$ cat src/rtl/exception_tracker_if.sv
// exception_tracker_if: pipeline entry, control and sticky-record signals.
// master drives valid_in/exc_in/pc_in/stall/flush/exc_ack; slave drives the rest.
interface exception_tracker_if #(
  parameter int CODE_W = 2,
  parameter int PC_W   = 16,
  parameter int CNT_W  = 8
);
  logic              valid_in;
  logic [CODE_W-1:0] exc_in;
  logic [PC_W-1:0]   pc_in;
  logic              stall;
  logic              flush;
  logic              exc_ack;
  logic              valid_out;
  logic [CODE_W-1:0] exc_out;
  logic [PC_W-1:0]   pc_out;
  logic              exc_pending;
  logic [CODE_W-1:0] exc_code_latched;
  logic [PC_W-1:0]   exc_pc_latched;
  logic [CNT_W-1:0]  exc_count;

  modport master (
    output valid_in, exc_in, pc_in,
    output stall, flush, exc_ack,
    input  valid_out, exc_out, pc_out,
    input  exc_pending, exc_code_latched,
    input  exc_pc_latched, exc_count
  );

  modport slave (
    input  valid_in, exc_in, pc_in,
    input  stall, flush, exc_ack,
    output valid_out, exc_out, pc_out,
    output exc_pending, exc_code_latched,
    output exc_pc_latched, exc_count
  );
endinterface

$ cat src/rtl/exception_tracker.sv
// exception_tracker: DEPTH-stage exception/PC pipeline with sticky
// first-exception record and saturating retired-exception counter.
// Ports: clk, reset (sync, active-high), bus (exception_tracker_if.slave).
// Option: EXC_AUTO_FLUSH_EN - an exception retire also flushes all stages.
module exception_tracker #(
  parameter int CODE_W = 2,
  parameter int DEPTH  = 2,
  parameter int PC_W   = 16,
  parameter int CNT_W  = 8
) (
  input logic clk,
  input logic reset,
  exception_tracker_if.slave bus
);
  localparam int L = DEPTH - 1;

  logic [DEPTH-1:0]  v_q, v_d;
  logic [CODE_W-1:0] code_q [DEPTH];
  logic [CODE_W-1:0] code_d [DEPTH];
  logic [PC_W-1:0]   pc_q [DEPTH];
  logic [PC_W-1:0]   pc_d [DEPTH];
  logic              pend_q, pend_d;
  logic [CODE_W-1:0] lcode_q, lcode_d;
  logic [PC_W-1:0]   lpc_q, lpc_d;
  logic [CNT_W-1:0]  cnt_q, cnt_d;
  logic              retire;
  logic              exc_ret;
  logic              kill;

  always_comb begin
    retire  = v_q[L] & ~bus.stall;
    exc_ret = retire & (code_q[L] != '0);
`ifdef EXC_AUTO_FLUSH_EN
    kill    = bus.flush | exc_ret;
`else
    kill    = bus.flush;
`endif
    v_d    = v_q;
    code_d = code_q;
    pc_d   = pc_q;
    // Flush wins over stall; the last-stage retire above is
    // evaluated on pre-edge state so a flush never hides it.
    if (kill) begin
      v_d = '0;
      for (int i = 0; i < DEPTH; i++)
        code_d[i] = '0;
    end else if (!bus.stall) begin
      v_d[0]    = bus.valid_in;
      code_d[0] = bus.exc_in & {CODE_W{bus.valid_in}};
      pc_d[0]   = bus.pc_in;
      for (int i = 1; i < DEPTH; i++) begin
        v_d[i]    = v_q[i-1];
        code_d[i] = code_q[i-1];
        pc_d[i]   = pc_q[i-1];
      end
    end
  end

  always_comb begin
    pend_d  = pend_q;
    lcode_d = lcode_q;
    lpc_d   = lpc_q;
    // An ack in the same cycle as a new exception frees the
    // record, so the new one is captured instead of dropped.
    if (exc_ret && (!pend_q || bus.exc_ack)) begin
      pend_d  = 1'b1;
      lcode_d = code_q[L];
      lpc_d   = pc_q[L];
    end else if (bus.exc_ack && !exc_ret) begin
      pend_d  = 1'b0;
    end
    cnt_d = cnt_q;
    if (exc_ret && (cnt_q != '1))
      cnt_d = cnt_q + CNT_W'(1);
  end

  always_ff @(posedge clk) begin
    if (reset) begin
      v_q <= '0;
      for (int i = 0; i < DEPTH; i++) begin
        code_q[i] <= '0;
        pc_q[i]   <= '0;
      end
      pend_q  <= 1'b0;
      lcode_q <= '0;
      lpc_q   <= '0;
      cnt_q   <= '0;
    end else begin
      v_q     <= v_d;
      code_q  <= code_d;
      pc_q    <= pc_d;
      pend_q  <= pend_d;
      lcode_q <= lcode_d;
      lpc_q   <= lpc_d;
      cnt_q   <= cnt_d;
    end
  end

  assign bus.valid_out        = v_q[L];
  assign bus.exc_out          = code_q[L] & {CODE_W{v_q[L]}};
  assign bus.pc_out           = pc_q[L];
  assign bus.exc_pending      = pend_q;
  assign bus.exc_code_latched = lcode_q;
  assign bus.exc_pc_latched   = lpc_q;
  assign bus.exc_count        = cnt_q;
endmodule
$ cat src/flat_wrapper.sv
// flat-port wrapper written by rule: the top's interface ports become plain ports
module exception_tracker_flat 
#(
  parameter int CODE_W = 2,
  parameter int DEPTH  = 2,
  parameter int PC_W   = 16,
  parameter int CNT_W  = 8
)
  (clk, reset, bus_valid_in, bus_exc_in, bus_pc_in, bus_stall, bus_flush, bus_exc_ack, bus_valid_out, bus_exc_out, bus_pc_out, bus_exc_pending, bus_exc_code_latched, bus_exc_pc_latched, bus_exc_count);
  exception_tracker_if #(.CODE_W(CODE_W), .PC_W(PC_W), .CNT_W(CNT_W)) bus_i ();
  input logic clk;
  input logic reset;
  input wire logic [$bits(bus_i.valid_in)-1:0] bus_valid_in;
  input wire logic [$bits(bus_i.exc_in)-1:0] bus_exc_in;
  input wire logic [$bits(bus_i.pc_in)-1:0] bus_pc_in;
  input wire logic [$bits(bus_i.stall)-1:0] bus_stall;
  input wire logic [$bits(bus_i.flush)-1:0] bus_flush;
  input wire logic [$bits(bus_i.exc_ack)-1:0] bus_exc_ack;
  output wire logic [$bits(bus_i.valid_out)-1:0] bus_valid_out;
  output wire logic [$bits(bus_i.exc_out)-1:0] bus_exc_out;
  output wire logic [$bits(bus_i.pc_out)-1:0] bus_pc_out;
  output wire logic [$bits(bus_i.exc_pending)-1:0] bus_exc_pending;
  output wire logic [$bits(bus_i.exc_code_latched)-1:0] bus_exc_code_latched;
  output wire logic [$bits(bus_i.exc_pc_latched)-1:0] bus_exc_pc_latched;
  output wire logic [$bits(bus_i.exc_count)-1:0] bus_exc_count;
  assign bus_i.valid_in = bus_valid_in;
  assign bus_i.exc_in = bus_exc_in;
  assign bus_i.pc_in = bus_pc_in;
  assign bus_i.stall = bus_stall;
  assign bus_i.flush = bus_flush;
  assign bus_i.exc_ack = bus_exc_ack;
  assign bus_valid_out = bus_i.valid_out;
  assign bus_exc_out = bus_i.exc_out;
  assign bus_pc_out = bus_i.pc_out;
  assign bus_exc_pending = bus_i.exc_pending;
  assign bus_exc_code_latched = bus_i.exc_code_latched;
  assign bus_exc_pc_latched = bus_i.exc_pc_latched;
  assign bus_exc_count = bus_i.exc_count;
  exception_tracker #(.CODE_W(CODE_W), .DEPTH(DEPTH), .PC_W(PC_W), .CNT_W(CNT_W)) u_core (.clk(clk), .reset(reset), .bus(bus_i));
endmodule
$ cat config.mk
export PLATFORM = sky130hd
export DESIGN_NAME = exception_tracker_flat
export DESIGN_NICKNAME = d
export VERILOG_FILES = /design/src/rtl/exception_tracker_if.sv /design/src/rtl/exception_tracker.sv /design/src/flat_wrapper.sv
export SDC_FILE = /design/constraint.sdc
export NUM_CORES = 1
export LEC_CHECK = 0
export BUFFER_PORTS_ARGS = -buffer_cell sky130_fd_sc_hd__buf_2
export CAP_MARGIN = 40
export CORE_MARGIN = 5
export CORE_UTILIZATION = 51
export DETAILED_ROUTE_END_ITERATION = 8
export PLACE_DENSITY_LB_ADDON = 0.25
export RECOVER_POWER = 50
export SLEW_MARGIN = 20
export SYNTH_ARGS = -nofsm -noshare
export SYNTH_HDL_FRONTEND = slang
export SYNTH_SLANG_ARGS = --single-unit
$ cat constraint.sdc
create_clock -name clk -period 2.4 [get_ports clk]
set_clock_uncertainty 0.2 [all_clocks]
set_input_delay 0.24 -clock clk [delete_from_list [all_inputs] [get_ports clk]]
set_output_delay 0.24 -clock clk [all_outputs]
set_load 0.02 [all_outputs]
# --- Yosys cells after proc, flatten, opt, wreduce, memory -nomap -nowiden ---
# Cells that the tools add are included.
# Widths: inputs -> output; s select.
totals:
  register_bits: 65
  inputBits: 24
  out_inout_bits: 46
  elab_cells: 29
op_classes:
  add_sub_neg: 1
  eq_ne: 1
  n_mux: 2
  n_bitwise: 6
  reduce_logical: 10
op_table:
  columns: ["cell", "count"]
  rows:
  - ["$add 8x1->8 const B", 1]
  - ["$ne 8x8->1 const B", 1]
  - ["$and 2x2->2", 2]
  - ["$reduce_bool 2->1", 2]
  - ["$logic_and 1x1->1", 3]
  - ["$and 1x1->1", 2]
  - ["$logic_not 1->1", 2]
  - ["$mux 1", 2]
  - ["$not 1->1", 2]
  - ["$reduce_and 2->1", 1]
  - ["$reduce_or 2->1", 1]
  - ["$logic_or 1x1->1", 1]

# --- Logic depth before layout (Yosys ltp) ---
# Gate-level depths: netlist (run 1).
logic_depth:
  depth_word: 7
  mapped_depth: 7
  depth_no_buf: 5

# --- Worst setup path before layout (run 1) ---
# No wires, ideal clock.
synth_timing:
  kind: "reg-to-reg"
  startpoint: "register u_core.cnt_q[0] (netlist: u_core.bus.exc_count[0])"
  endpoint: "register u_core.cnt_q[1] (netlist: u_core.bus.exc_count[1])"
  setup_time_ns: 0.128
  t_arrival_ns: 1.561
  t_required_ns: 2.072
  setup_slack_ns: 0.511
  path_stages_with_launch: 6
  n_path_buf: 0
  synth_period_minus_slack_ns: 1.889
  path_cell_list: "dfxtp_1 ha_1 and3_2 a211oi_1 mux2i_1 nor2_1"
synth_via:
  elab_chain_cells: 2
synth_lines:
  columns: ["element", "line_no", "rtl"]
  rows:
  - ["start: declaration", "exception_tracker.sv:25", "logic [CNT_W-1:0] cnt_q, cnt_d;"]
  - ["start signal: assignment", "exception_tracker.sv:95", "cnt_q <= cnt_d;"]
  - ["branches (longest 2 deep; another with $add 8x1->8)", null, null]
# Several ways; the timed one is not identified.
# A chain may end at the register's enable or synchronous reset.

# --- Final worst setup path (run 1) ---
layout_timing:
  startpoint: "register u_core.cnt_q[0] (netlist: u_core.bus.exc_count[0])"
  endpoint: "register u_core.cnt_q[2] (netlist: u_core.bus.exc_count[2])"
# Same word-level chain as after synthesis.

==> results of run 1 <==
metal layers:
layer	vias to the layer above	routed length [um]
met5	-	0
met4	0	95
met3	10	242
met2	45	2650
met1	926	2420
li1	1075	-
timing repair:
| item | 4_1_cts | 5_1_grt |
|---|---|---|
| endpoints found under the hold margin | 18 | 0 |
| setup endpoints to repair | 0 | 0 |
| hold buffers | 18 | 0 |
cell usage in the layout, fill, tap and decap left out, types with 3 or more instances in the layout:
cell           count
a21oi_1           35
buf_2             49
buf_4              3
clkbuf_1          21
clkbuf_8          10
dfxtp_1           65
dlygate4sd3_1     18
mux2i_1           23
nand2_1           67
nand3_1            3
nor2_1            31
worst min-delay path by stage:
stage | from | end | slack, ns
after detailed placement | u_core.pc_q[29] | u_core.bus.pc_out[13] | 0.24
after floorplan | bus_pc_in[0] | u_core.pc_q[16] | 0.18
final | bus_exc_ack | u_core.bus.exc_pending | 0.04
after CTS | bus_exc_ack | u_core.bus.exc_pending | 0.03
after global placement | u_core.pc_q[21] | u_core.bus.pc_out[5] | 0.24
after global routing | bus_exc_ack | u_core.bus.exc_pending | 0.07
logic make-up after synthesis:
family | Yosys count
flops | 65
xor+xnor | 2
mux | 23
fa+ha+maj | 1
compound gates | 44
buf+inv | 35
simple gates | 120
area by class of cell:
| class | instances | share of cell area (%) |
|---|---|---|
| inverter | 1 | 0.119 |
| multi-input combinational | 190 | 33.0 |
| sequential | 65 | 41.4 |
| clock buffer | 11 | 4.49 |
| tap | 67 | 2.67 |
| timing repair buffer | 90 | 16.6 |
| clock inverter | 5 | 1.75 |
report_power, final:
| group | internal (mW) | switching [mW] | leakage, nW |
|---|---|---|---|
| Combinational | 0.0536 | 0.0651 | 0.609 |
| Sequential | 1.10 | 0.00982 | 0.526 |
| Clock | 0.504 | 0.399 | 0.0953 |
state kept, by name, summed over array words and instances, names as in the netlist:
| signal | count |
|---|---|
| u_core.pc_q | 16 |
| u_core.bus.exc_code_latched | 2 |
| u_core.bus.exc_count | 8 |
| u_core.bus.pc_out | 16 |
| u_core.bus.exc_pc_latched | 16 |
| u_core.bus.exc_pending | 1 |
| u_core.v_q | 2 |
| u_core.code_q | 4 |
critical path, cell delays in order (launching register included):
cell and delay [ns]:
dfxtp_1 0.34, ha_1 0.26, and3_2 0.24, a211oi_1 0.50
a21bo_2 0.22, a21oi_1 0.05
stage by stage:
stage          hold slack (ns)  worst slack (ns)  utilization [%]  instance area, um^2
3_5_place_dp             0.244             0.446             58.4                 2790
2_1_floorplan            0.175             0.511                -                 2550
3_3_place_gp             0.237             0.500             58.4                 2790
4_1_cts                 0.0251             0.445             66.2                 3170
5_1_grt                 0.0657             0.242             65.7                 3150
6_report                0.0413             0.384             65.7                 3150
==> metrics.yaml, run 1 <==
outcome:
  outcome: "finished with violations"
  violations: "capacitance limit, slew limit"
timing:
  period_needed_ns: 2.02
  timing_worst_slew_pin_value_ns: 1.65
  tns_ns: 0
  fmax_ghz: 0.496
  setup_viol: 0
  hold_viol_final: 0
  rsz0062_at_grt: "no"
  slew_violations: 39
  min_period_over_period_pct: 84.0
  slew_headroom_pct: -9.97
critical_path:
  startpoint: "u_core.bus.exc_count[0]"
  path_class: "flop to flop"
  r2r-end: "u_core.bus.exc_count[2]"
  crit_required_ns: 2.33
  end_kind: "flop"
  reg2reg_slack_ns: 0.38
  reg2regPathDepth: 5
  critPathCapture: "u_core.bus.exc_count[2]"
  cp_data_arrival_time_ns: 1.95
  r2r_start: "u_core.bus.exc_count[0]"
  start_kind: "flop"
  crit_fanout: 5
cts:
  cts_max_path_buffers: 2
  cts_num_sinks: 65
  cts_tree: "done"
  postCtsSetupBuffers: 0
  cts.clk_slew.worst_paths_ns: 0.07
  clk_latency_ns: 0.33
  htree_levels: 3
  cts-root-buf: "clkbuf_8"
  cts_made_buffers: 9
  cts_resized: 0
routing:
  vias: 2056
  totalWireLength_mm: 5.40
  ant_nets: 0
  wire_per_inst_um: 12.6
  drtPass1Iterations: 4
  drcViolationCount: 0
  initialDrtViolationCount: 109
  viasPerCell: 4.79
power:
  p_per_area_nw_per_um2: 677
  vdd.ir_drop.worst_uv: 462
  power_mw: 2.13
  leakage_nw: 1.23
grt:
  grt_pass1_vias: 1943
  overflow: 0
  grt_usage_pct: 17.9
  use_met3_pct: 3.99
  grt.busiest_layer: "met2"
  grt_pass1_wl_mm: 9.06
  grt_max_degree: 39
  antenna_found_initial: 0
  grt_util_met1_pct: 21.7
  use_met2_pct: 30.3
synthesis:
  synthArstFlopShare_pct: 0
  synth_adder_area_share_pct: 0.490
  synthFlopType: "dfxtp_1"
  syn_nets: 315
  synth_edf_count: 0
  synth_compound_area_share_pct: 9.66
  synth_top_family_by_area: "simple AND/OR/NAND/NOR gates"
  netlist.area_leader.share_pct: 51.0
  syn-instance-count: 290
  synth_area_um2: 2550
  synth_largest_area_cell: "dfxtp_1"
  ys_types: 35
  synth_seq_cells: 65
  yosys-mux-area-fraction_pct: 9.02
  synth-simple-area-share_pct: 20.5
  synth.most_common_cell: "nand2_1"
  synth_area_per_cell_um2: 8.80
  synth-xor-area-share_pct: 0.686
  yosys_warnings: 0
  yosys-top-cells-count: "nand2_1, dfxtp_1, a21oi_1"
  ys_seq_area_share_pct: 51.0
  synth.area.top_cells: "dfxtp_1, nand2_1, mux2i_1, a21oi_1, buf_4"
layout:
  register_area_um2: 1300
  finalNonFillerCells: 429
  final_nets: 382
  n_fill_cell: 426
  drive_gt1_share_pct: 21.3
  multi_input_area_um2: 1040
  num_antenna_cells: 0
  area_growth_pct: 23.2
floorplan:
  dieArea_um2: 6520
  die_h_um: 80.7
  num_rows: 25
  initial_core_util_pct: 53.3
  core_um2: 4790
  die_w_um: 80.7
  io_pins: 70
placement:
  globalplace.congestion: 0.888
  place_inst: 395
  hpwl_mm: 3.51
  io_buffers: 69
hold_path:
  hp-class: "input pin to flop"
  hold_depth: 3
job:
  cap_violations: 1
(Power assumes the default switching activity.)
==> run 2: changes to the inputs <==
--- a/config.mk
+++ b/config.mk
@@ -8,7 +8,7 @@
 export BUFFER_PORTS_ARGS = -buffer_cell sky130_fd_sc_hd__buf_2
 export CAP_MARGIN = 40
 export CORE_MARGIN = 5
-export CORE_UTILIZATION = 51
+export CORE_UTILIZATION = 46
 export DETAILED_ROUTE_END_ITERATION = 8
 export PLACE_DENSITY_LB_ADDON = 0.25
 export RECOVER_POWER = 50
==> constraint.sdc (replaced) <==
create_clock -name clk -period 1.7 [get_ports clk]
set_clock_uncertainty 0.2 [all_clocks]
set_input_delay 0.17 -clock clk [delete_from_list [all_inputs] [get_ports clk]]
set_output_delay 0.17 -clock clk [all_outputs]
set_load 0.02 [all_outputs]
==> run 2 against run 1 <==
Fmax rose by 23%. The flow now finishes without violations. Largest cell class unchanged. Critical endpoint is now u_core.bus.exc_count[3]. Combinational power rose by 54%. Critical path depth did not move. Via count rose by 2.4%. Highest routed layer unchanged.
==> metrics.yaml, run 2 (same netlist as run 1, synthesis figures left out) <==
critical_path:
  path_delay_family: "simple AND/OR/NAND/NOR gates"
  cp.depth: 5  # unchanged
  cp_cell_sequence: "ha_4 -> and3_4 -> and2_4 -> or3_4 -> a21oi_2"
  max_stage_delay_ns: 0.37  # -0.13 ns
  crit_path_top_delay_cell: "dfxtp_4"
  crit_fanout: 5  # unchanged
  end_kind: "flop"
  path_buf_inv: 0  # unchanged
  reg2regPathDepth: 5  # unchanged
  path_class: "flop to flop"
  start_kind: "flop"
  cp_data_arrival_time_ns: 1.71  # -0.24 ns
  crit_required_ns: 1.77  # -0.56 ns
timing:
  period_needed_ns: 1.64  # -0.377 ns
  min_period_over_period_pct: 96.4  # +12 points
  slew_headroom_pct: 60.5  # +71 points
  hold_viol_final: 0  # unchanged
  slew_violations: 0  # -100%
  fmax_ghz: 0.610  # +23%
  timing_worst_slew_pin_value_ns: 0.592  # -1.06 ns
  setup_ws_ns: 0.0614  # -0.323 ns
  setup_viol: 0  # unchanged
grt:
  antenna_found_initial: 0  # unchanged
  use_met3_pct: 4.42  # +0.42 points
  use_met2_pct: 25.6  # -4.7 points
  grt_pass1_vias: 2035  # +4.7%
  grt_usage_pct: 16.4  # -1.6 points
  grt_util_met1_pct: 21.3  # -0.43 points
  grt_max_degree: 53  # +36%
  overflow: 0  # unchanged
  grt.busiest_layer: "met2"
  grt_pass1_wl_mm: 9.43  # +4.0%
placement:
  place_inst: 407  # +3.0%
  hpwl_mm: 3.62  # +3.3%
  io_buffers: 69  # unchanged
  globalplace.congestion: 0.850  # -4.3%
  dp_slack_ns: -0.00151  # -0.447 ns
  placed_area_um2: 2910  # +4.0%
hold_path:
  hold_depth: 3  # unchanged
  hp-class: "input pin to flop"
cts:
  cts_made_buffers: 9  # unchanged
  clk_latency_ns: 0.34  # about the same
  cts-root-buf: "clkbuf_8"
  cts_tree: "done"
  htree_levels: 3  # unchanged
  cts_num_sinks: 65  # unchanged
  cts_max_path_buffers: 2  # unchanged
  postCtsSetupBuffers: 0  # unchanged
  cts.clk_slew.worst_paths_ns: 0.07  # about the same
layout:
  layout_common_cells: "nand2_1, dfxtp_1, buf_2"
  mostFrequentLayoutCell: "nand2_1"
  drive_gt1_share_pct: 22.9  # +1.7 points
  num_antenna_cells: 0  # unchanged
  finalNonFillerCells: 447  # +4.2%
  final_nets: 395  # +3.4%
  fin_area_um2: 3370  # +7.1%
  area_growth_pct: 32.0
power:
  vdd.ir_drop.worst_uv: 561  # +21%
  p_per_area_nw_per_um2: 940  # +39%
  leakage_nw: 1.29  # +4.7%
floorplan:
  initial_core_util_pct: 46.9  # -6.4 points
  die_w_um: 84.5  # +4.6%
  core_um2: 5440  # +14%
  die_h_um: 84.5  # +4.6%
  num_rows: 27  # +8.0%
  dieArea_um2: 7140  # +9.5%
  io_pins: 70  # unchanged
routing:
  ant_nets: 0  # unchanged
  drtPass1Iterations: 4  # unchanged
  initialDrtViolationCount: 156  # +43%
  totalWireLength_mm: 5.64  # +4.4%
  vias: 2106  # +2.4%
  viasPerCell: 4.71  # -1.7%
  wire_per_inst_um: 12.6  # +0.24%
  drcViolationCount: 0  # unchanged
outcome:
  outcome: "completed"
job:
  cap_violations: 0  # -1
[run 2: cell count changes in the layout (fill, tap and decap cells not counted), moves of 2 or more]
cell / change
dlygate4sd3_1: +6
dfxtp_2: +2
clkinv_2: -2
buf_2: -6
clkbuf_1: +6
dfxtp_1: -3
clkinv_4: +2
buf_4: +5
buf_12: +2
[run 2: area by class of cell]
class / count / area, um^2
clock buffer: 10 / 128
clock inverter: 6 / 92.6
fill: 504 / 2070
inverter: 1 / 3.75
multi-input combinational: 190 / 1090
sequential: 65 / 1310
tap: 72 / 90.1
timing repair buffer: 103 / 653
[run 2: routing by layer]
metal / share of wire (%) / wire length [um] / vias up
li1: - / - / 1094
met4: 1.7 / 94 / 0
met3: 4.9 / 277 / 10
met2: 47 / 2670 / 43
met1: 46 / 2600 / 959
met5: 0 / 0 / -
[run 2: path summary, 6_finish.rpt]
kind                             end  slack (ns)                     from
max          u_core.bus.exc_count[3]        0.06  u_core.bus.exc_count[1]
min           u_core.bus.exc_pending        0.03                    reset
max reg2reg  u_core.bus.exc_count[3]        0.06  u_core.bus.exc_count[1]
min reg2reg     u_core.bus.pc_out[8]        0.24          u_core.pc_q[24]
[run 2: power by group]
group / switching, mW / internal, mW / leakage, nW / total, mW
registers: 0.0138 / 1.55 / 0.528 / 1.56
clock network: 0.595 / 0.830 / 0.103 / 1.43
logic: 0.0957 / 0.0873 / 0.657 / 0.183
total: 0.704 / 2.46 / 1.29 / 3.17
[run 2: through the flow]
stage | setup TNS, ns | util (%) | power, mW | hold WS (ns)
floorplan | 0 | - | 1.70 | 0.105
global placement | 0 | 53.4 | 1.74 | 0.206
detailed placement | -0.00151 | 53.4 | 1.74 | 0.210
CTS | 0 | 62.0 | 3.20 | 0.0103
global route | -0.00933 | 62.0 | 3.31 | 0.0209
finish | 0 | 62.0 | 3.17 | 0.0269
[run 2: repair_timing]
action	CTS	global route
endpoints found under the hold margin	29	0
resized for setup	2	5
pin swaps	1	0
setup endpoints to repair	1	3
hold buffers	24	0
[run 2: worst min-delay path, cell delays in order]
cell and delay, ns:
buf_2 0.14, inv_1 0.10, o21a_1 0.12
